<file path="config.mk">
export PLATFORM = sky130hd
export DESIGN_NAME = reg_bank_arbiter
export DESIGN_NICKNAME = d
export VERILOG_FILES = /design/src/rtl/reg_bank_arbiter.sv
export SDC_FILE = /design/constraint.sdc
export NUM_CORES = 1
export LEC_CHECK = 0
export ABC_AREA = 1
export CORE_MARGIN = 5
export CORE_UTILIZATION = 55
export CTS_CLUSTER_SIZE = 40
export DETAILED_ROUTE_END_ITERATION = 6
export DONT_BUFFER_PORTS = 1
export GPL_TIMING_DRIVEN = 0
export PLACE_DENSITY_LB_ADDON = 0.3
export SKIP_CTS_REPAIR_TIMING = 1
export SYNTH_ARGS = -nofsm -noshare
export SYNTH_HDL_FRONTEND = slang
export SYNTH_SLANG_ARGS = --single-unit
</file>
<file path="constraint.sdc">
create_clock -name clk -period 2.5 [get_ports clk]
set_clock_uncertainty 0.2 [all_clocks]
set_input_delay 0 -clock clk [delete_from_list [all_inputs] [get_ports clk]]
set_output_delay 0 -clock clk [all_outputs]
set_load 0.05 [all_outputs]
</file>
<file path="src/rtl/reg_bank_arbiter.sv">
// Round-robin arbiter that sequences single read/write accesses into a shared register bank.
// Optional macro REG_ARB_LOCK_EN adds lock_i, letting a winner chain back-to-back accesses.
module reg_bank_arbiter #(
    parameter int N_REQ  = 4,
    parameter int DATA_W = 8,
    parameter int N_REG  = 4,
    localparam int AW    = $clog2(N_REG)
) (
    input  logic                    clk,
    input  logic                    reset,
    input  logic [N_REQ-1:0]        req_i,
    input  logic [N_REQ-1:0]        we_i,
    input  logic [N_REQ*AW-1:0]     addr_i,
    input  logic [N_REQ*DATA_W-1:0] wdata_i,
    output logic [N_REQ-1:0]        gnt_o,
    output logic [N_REQ-1:0]        ack_o,
    output logic [DATA_W-1:0]       rdata_o,
    output logic [N_REG*DATA_W-1:0] q_o
`ifdef REG_ARB_LOCK_EN
    ,
    input  logic [N_REQ-1:0]        lock_i
`endif
);

    localparam int IW = (N_REQ > 1) ? $clog2(N_REQ) : 1;
    localparam logic [IW-1:0]    LAST_RST = IW'(N_REQ - 1);
    localparam logic [N_REQ-1:0] GNT_ONE  = N_REQ'(1);

    typedef enum logic [1:0] {
        IDLE,
        ACCESS,
        ACK
    } state_t;

    state_t            state_q, state_d;
    logic [N_REQ-1:0]  gnt_q, gnt_d;
    logic [IW-1:0]     winIdx_q, winIdx_d;
    logic [IW-1:0]     last_q, last_d;
    logic              weLat_q, weLat_d;
    logic [AW-1:0]     addrLat_q, addrLat_d;
    logic [DATA_W-1:0] wdataLat_q, wdataLat_d;
    logic [DATA_W-1:0] rdata_q, rdata_d;
    logic [DATA_W-1:0] bank_q [N_REG];
    logic [DATA_W-1:0] bank_d [N_REG];

    logic [IW-1:0]     rrPick;
    logic [IW-1:0]     loadSel;
    logic              loadEn;
    logic              holdLock;

    // First requester found searching upward from the one after the last winner, with wrap.
    function automatic logic [IW-1:0] nextWinner(input logic [N_REQ-1:0] r,
                                                 input logic [IW-1:0]    last);
        logic [IW-1:0] pick;
        logic [IW-1:0] idxB;
        logic          found;
        int            idx;
        pick  = last;
        found = 1'b0;
        for (int k = 1; k <= N_REQ; k++) begin
            idx  = (int'(last) + k) % N_REQ;
            idxB = IW'(idx);
            if (!found && r[idxB]) begin
                pick  = idxB;
                found = 1'b1;
            end
        end
        return pick;
    endfunction

    assign rrPick = nextWinner(req_i, last_q);

`ifdef REG_ARB_LOCK_EN
    assign holdLock = lock_i[winIdx_q] & req_i[winIdx_q];
`else
    assign holdLock = 1'b0;
`endif

    // Next-state, bank update and input capture; captured inputs only change on a grant.
    always_comb begin
        state_d    = state_q;
        gnt_d      = gnt_q;
        winIdx_d   = winIdx_q;
        last_d     = last_q;
        weLat_d    = weLat_q;
        addrLat_d  = addrLat_q;
        wdataLat_d = wdataLat_q;
        rdata_d    = rdata_q;
        bank_d     = bank_q;
        loadEn     = 1'b0;
        loadSel    = rrPick;

        case (state_q)
            IDLE: begin
                if (|req_i) begin
                    loadEn  = 1'b1;
                    loadSel = rrPick;
                    gnt_d   = GNT_ONE << rrPick;
                    state_d = ACCESS;
                end
            end
            ACCESS: begin
                if (weLat_q) begin
                    bank_d[addrLat_q] = wdataLat_q;
                end else begin
                    rdata_d = bank_q[addrLat_q];
                end
                state_d = ACK;
            end
            ACK: begin
                if (holdLock) begin
                    loadEn  = 1'b1;
                    loadSel = winIdx_q;
                    state_d = ACCESS;
                end else begin
                    gnt_d   = '0;
                    last_d  = winIdx_q;
                    state_d = IDLE;
                end
            end
            default: begin
                gnt_d   = '0;
                state_d = IDLE;
            end
        endcase

        if (loadEn) begin
            winIdx_d   = loadSel;
            weLat_d    = we_i[loadSel];
            addrLat_d  = addr_i[int'(loadSel)*AW +: AW];
            wdataLat_d = wdata_i[int'(loadSel)*DATA_W +: DATA_W];
        end
    end

    // Reset discards any transaction in flight along with the bank contents.
    always_ff @(posedge clk) begin
        if (reset) begin
            state_q    <= IDLE;
            gnt_q      <= '0;
            winIdx_q   <= '0;
            last_q     <= LAST_RST;
            weLat_q    <= 1'b0;
            addrLat_q  <= '0;
            wdataLat_q <= '0;
            rdata_q    <= '0;
            for (int r = 0; r < N_REG; r++) begin
                bank_q[r] <= '0;
            end
        end else begin
            state_q    <= state_d;
            gnt_q      <= gnt_d;
            winIdx_q   <= winIdx_d;
            last_q     <= last_d;
            weLat_q    <= weLat_d;
            addrLat_q  <= addrLat_d;
            wdataLat_q <= wdataLat_d;
            rdata_q    <= rdata_d;
            bank_q     <= bank_d;
        end
    end

    assign gnt_o   = gnt_q;
    assign ack_o   = (state_q == ACK) ? gnt_q : '0;
    assign rdata_o = rdata_q;

    for (genvar r = 0; r < N_REG; r++) begin : gen_q
        assign q_o[r*DATA_W +: DATA_W] = bank_q[r];
    end

endmodule
</file>
==> summary.txt <==
Global routing
  • GRT overflow: 0
  • Vias in the first global route: 2945
  • Largest net degree at the start of global routing: 11
  • Initial antenna violation count: 0
  • GRT Resource Usage Total: 0.2412
  • First-pass GRT wire length: approximately 14 mm

Critical path
  • CP cell instances: clkbuf_1 -> nor2_2 -> inv_1 -> nor2_1 -> inv_1 -> nor2_1 -> nor2_1
  • Crit end category: flip-flop
  • WS Path Type: flip-flop to flip-flop
  • Worst path bufs/invs: 3
  • Max FO, Critical Path: 9
  • Max incr delay on CP: 480 ps
  • CP required: 2530 ps
  • CP top delay family: simple AND/OR/NAND/NOR gates
  • Critical Path Source Type: flip-flop
  • Critical Path AT: 2250 ps
  • CP most frequent cell: nor2_1
  • Worst path slowest cell: nor2_1

Drt
  • DR WL/cell: around 18 µm
  • Antenna Violating Nets Remaining: 0
  • # DRC: 0
  • Initial DRC count: 296
  • DR vias: 3470
  • DR pass1 iterations: 5
  • WL final: 10.18 mm
  • Vias/cell: 6.109

Clock tree
  • Clock Pin Slew Worst Setup and Hold Paths: 70 ps
  • H-tree Lvls: 3
  • CTS Buf Count: 9
  • Longest Clk Path Bufs: 2
  • Root Driver: clkbuf_8
  • CTS tree: built
  • CTS sink count: 61
  • Skew-Pair Late Insertion Delay: 340 ps

Synthesis
  • Distinct cell type count of the synthesized netlist: 25
  • XOR/XNOR Fraction of Synth Area: 0
  • Syn Inst Count: 434
  • Synthesized net count: around 480
  • Adder-Cell Fraction of Synth Area: 0
  • Cell area after synthesis: 3064 µm²
  • Avg Inst Size Synth: 7.060 µm²
  • Main combinational cell family by area after synthesis: simple AND/OR/NAND/NOR gates
  • Synth Area in Simple Gates: 0.3165
  • Post-synthesis mux area share: 0
  • Synth warn: 0
  • Count of state elements after synthesis: just over 60
  • Register area share after synthesis: 0.3985
  • Compound-Gate Fraction of Synth Area: 0.1878

Final layout
  • Filler cells: about 450
  • Antenna diodes: 0
  • Final nets: 542
  • Most frequent cells in the layout: 73 x nand3_1, 62 x nand2_1, 61 x dfxtp_1, 47 x nor2_1, 47 x dlygate4sd3_1
  • Synthesis-to-layout area growth: 24.79%
  • Most common cell after layout, fill and taps aside: nand3_1
  • Share of cells above drive strength 1: 0.1028

STA
  • Rel. slew slack: 0.3552
  • TNS Setup: 0 ps
  • Slew at the pin closest to its max-slew limit: 963.6 ps
  • Final worst slack: approximately 280 ps
  • Minimum clock period: between 2000 and 2500 ps
  • F_max: 451.0 MHz
  • # setup viols final: 0
  • Final Hold Vio Count: 0
  • Fin crit share: 0.8870
  • RSZ-0062 raised after global routing: no
  • Slew Limit Fails: 0

Floorplan
  • Starting Density: 0.5599
  • Row count: 27
  • Core area: 5473 µm²
  • Die Y: approximately 85 µm
  • Die area: a little over 7000 µm²
  • Chip width: 84.64 µm
  • I/O Pins: just under 100

Power and ir drop
  • Seq pwr share: 0.442
  • Maximum VDD drop: between 0.6 and 0.7 mV
  • Power Density: 761.5 nW/µm²
  • Leakage: about 1.6 nW
  • Switching pwr: between 0.001 and 0.0015 W
  • Clock Power Share: 0.301
  • Power share of the combinational group: 0.257
  • Internal Power: between 0.0015 and 0.002 W
  • Sw Share: 0.3678

Placed design
  • IO buf count: 0
  • Place WS: 367.2 ps
  • Post-DP HPWL: 6.368 mm
  • Placer Congestion: 0.8722

Job
  • Maxcap violations: 0

Min path
  • HP Class: primary input to flip-flop

Status
  • Status: complete, no violations
## power groups by stage
stage | Clock, W | Combinational (W) | Sequential, W
after floorplan | 0 | 0.000521 | 0.00126
after global placement | 0 | 0.000622 | 0.00130
after detailed placement | 0 | 0.000640 | 0.00130
after CTS | 0.000880 | 0.000646 | 0.00128
after global routing | 0.000928 | 0.000812 | 0.00129
final | 0.000876 | 0.000749 | 0.00129
## path summary, 6_finish.rpt
kind | from | endpoint | slack (ps) | cells past startpoint
max | addrLat_q[1] | q_o[13] | 280 | 7
min | req_i[3] | wdataLat_q[4] | 100 | 5
max reg2reg | addrLat_q[1] | q_o[13] | 280 | 7
min reg2reg | winIdx_q[0] | last_q[0] | 280 | 2
## kinds of logic after synthesis
family | Yosys count
AOI/OAI and AO/OA | 104
DFF | 61
buffers and inverters | 65
and+or+nand+nor | 204
## routing by layer
| layer | track usage | share of wire |
|---|---|---|
| met5 | 0 | 0 |
| met4 | 0.09209 | 0.045 |
| met3 | 0.07360 | 0.087 |
| met2 | 0.3929 | 0.48 |
| met1 | 0.2990 | 0.39 |
## per-stage QoR
stage                     utilization  hold WS [ps]  total power, W  area [µm²]  cells
after floorplan                     -         67.05        0.001786        3064    434
final                          0.6987         101.3        0.002912        3824    568
after global routing           0.6987         118.6        0.003031        3824    568
after global placement         0.5764         86.13        0.001922        3154    506
after CTS                      0.6127        -254.5        0.002807        3353    521
after detailed placement       0.5764         96.62        0.001942        3154    506
## registers in the layout, summed over array words and instances (netlist names)
register / cells
rdata_o: 8
state_q: 2
winIdx_q: 2
addrLat_q: 2
weLat_q: 1
q_o: 32
last_q: 2
wdataLat_q: 8
gnt_o: 4
## cell type report
type / instances / area [µm²] / share of cell area
inverters: 43 / 163.9 / 0.04287
flip-flops and latches: 61 / 1221 / 0.3194
multi-input cells: 308 / 1545 / 0.4041
plain buffers: 22 / 133.9 / 0.03501
repair buffers: 47 / 470.5 / 0.1230
clock buffers: 11 / 151.4 / 0.03959
clock inverters: 4 / 47.55 / 0.01243
well taps: 72 / 90.09 / 0.02356
## synth_stat cells
library cell  instances  area (µm²)
nor2_1               47       176.4
o21ai_0              41       205.2
a21oi_1              41       205.2
nand4_1               2       12.51
nand2_4               7       78.83
o21ai_1               1       5.000
buf_1                 1       3.750
nand3_1              73       365.4
buf_4                 5       37.54
nand2_1              62       232.7
o22ai_1               8       50.05
inv_2                 2       7.510
nand3_4               2       35.03
o211ai_1              3       22.52
or2_2                 1       6.260
dfxtp_1              61        1221
inv_1                40       150.1
nand2_2               8       50.05
clkbuf_1             10       37.54
nor2_2                2       12.51
buf_2                 2       10.01
a221oi_1              8       70.07
buf_6                 4       45.04
a21oi_2               2       17.52
inv_4                 1       6.260
## worst reg2reg max path: stages (launching register included)
cell      delay (ps)
dfxtp_1          290
clkbuf_1         150
nor2_2           390
inv_1             80
nor2_1           480
inv_1            300
nor2_1           160
nor2_1            60
(Power assumes the default switching activity.)
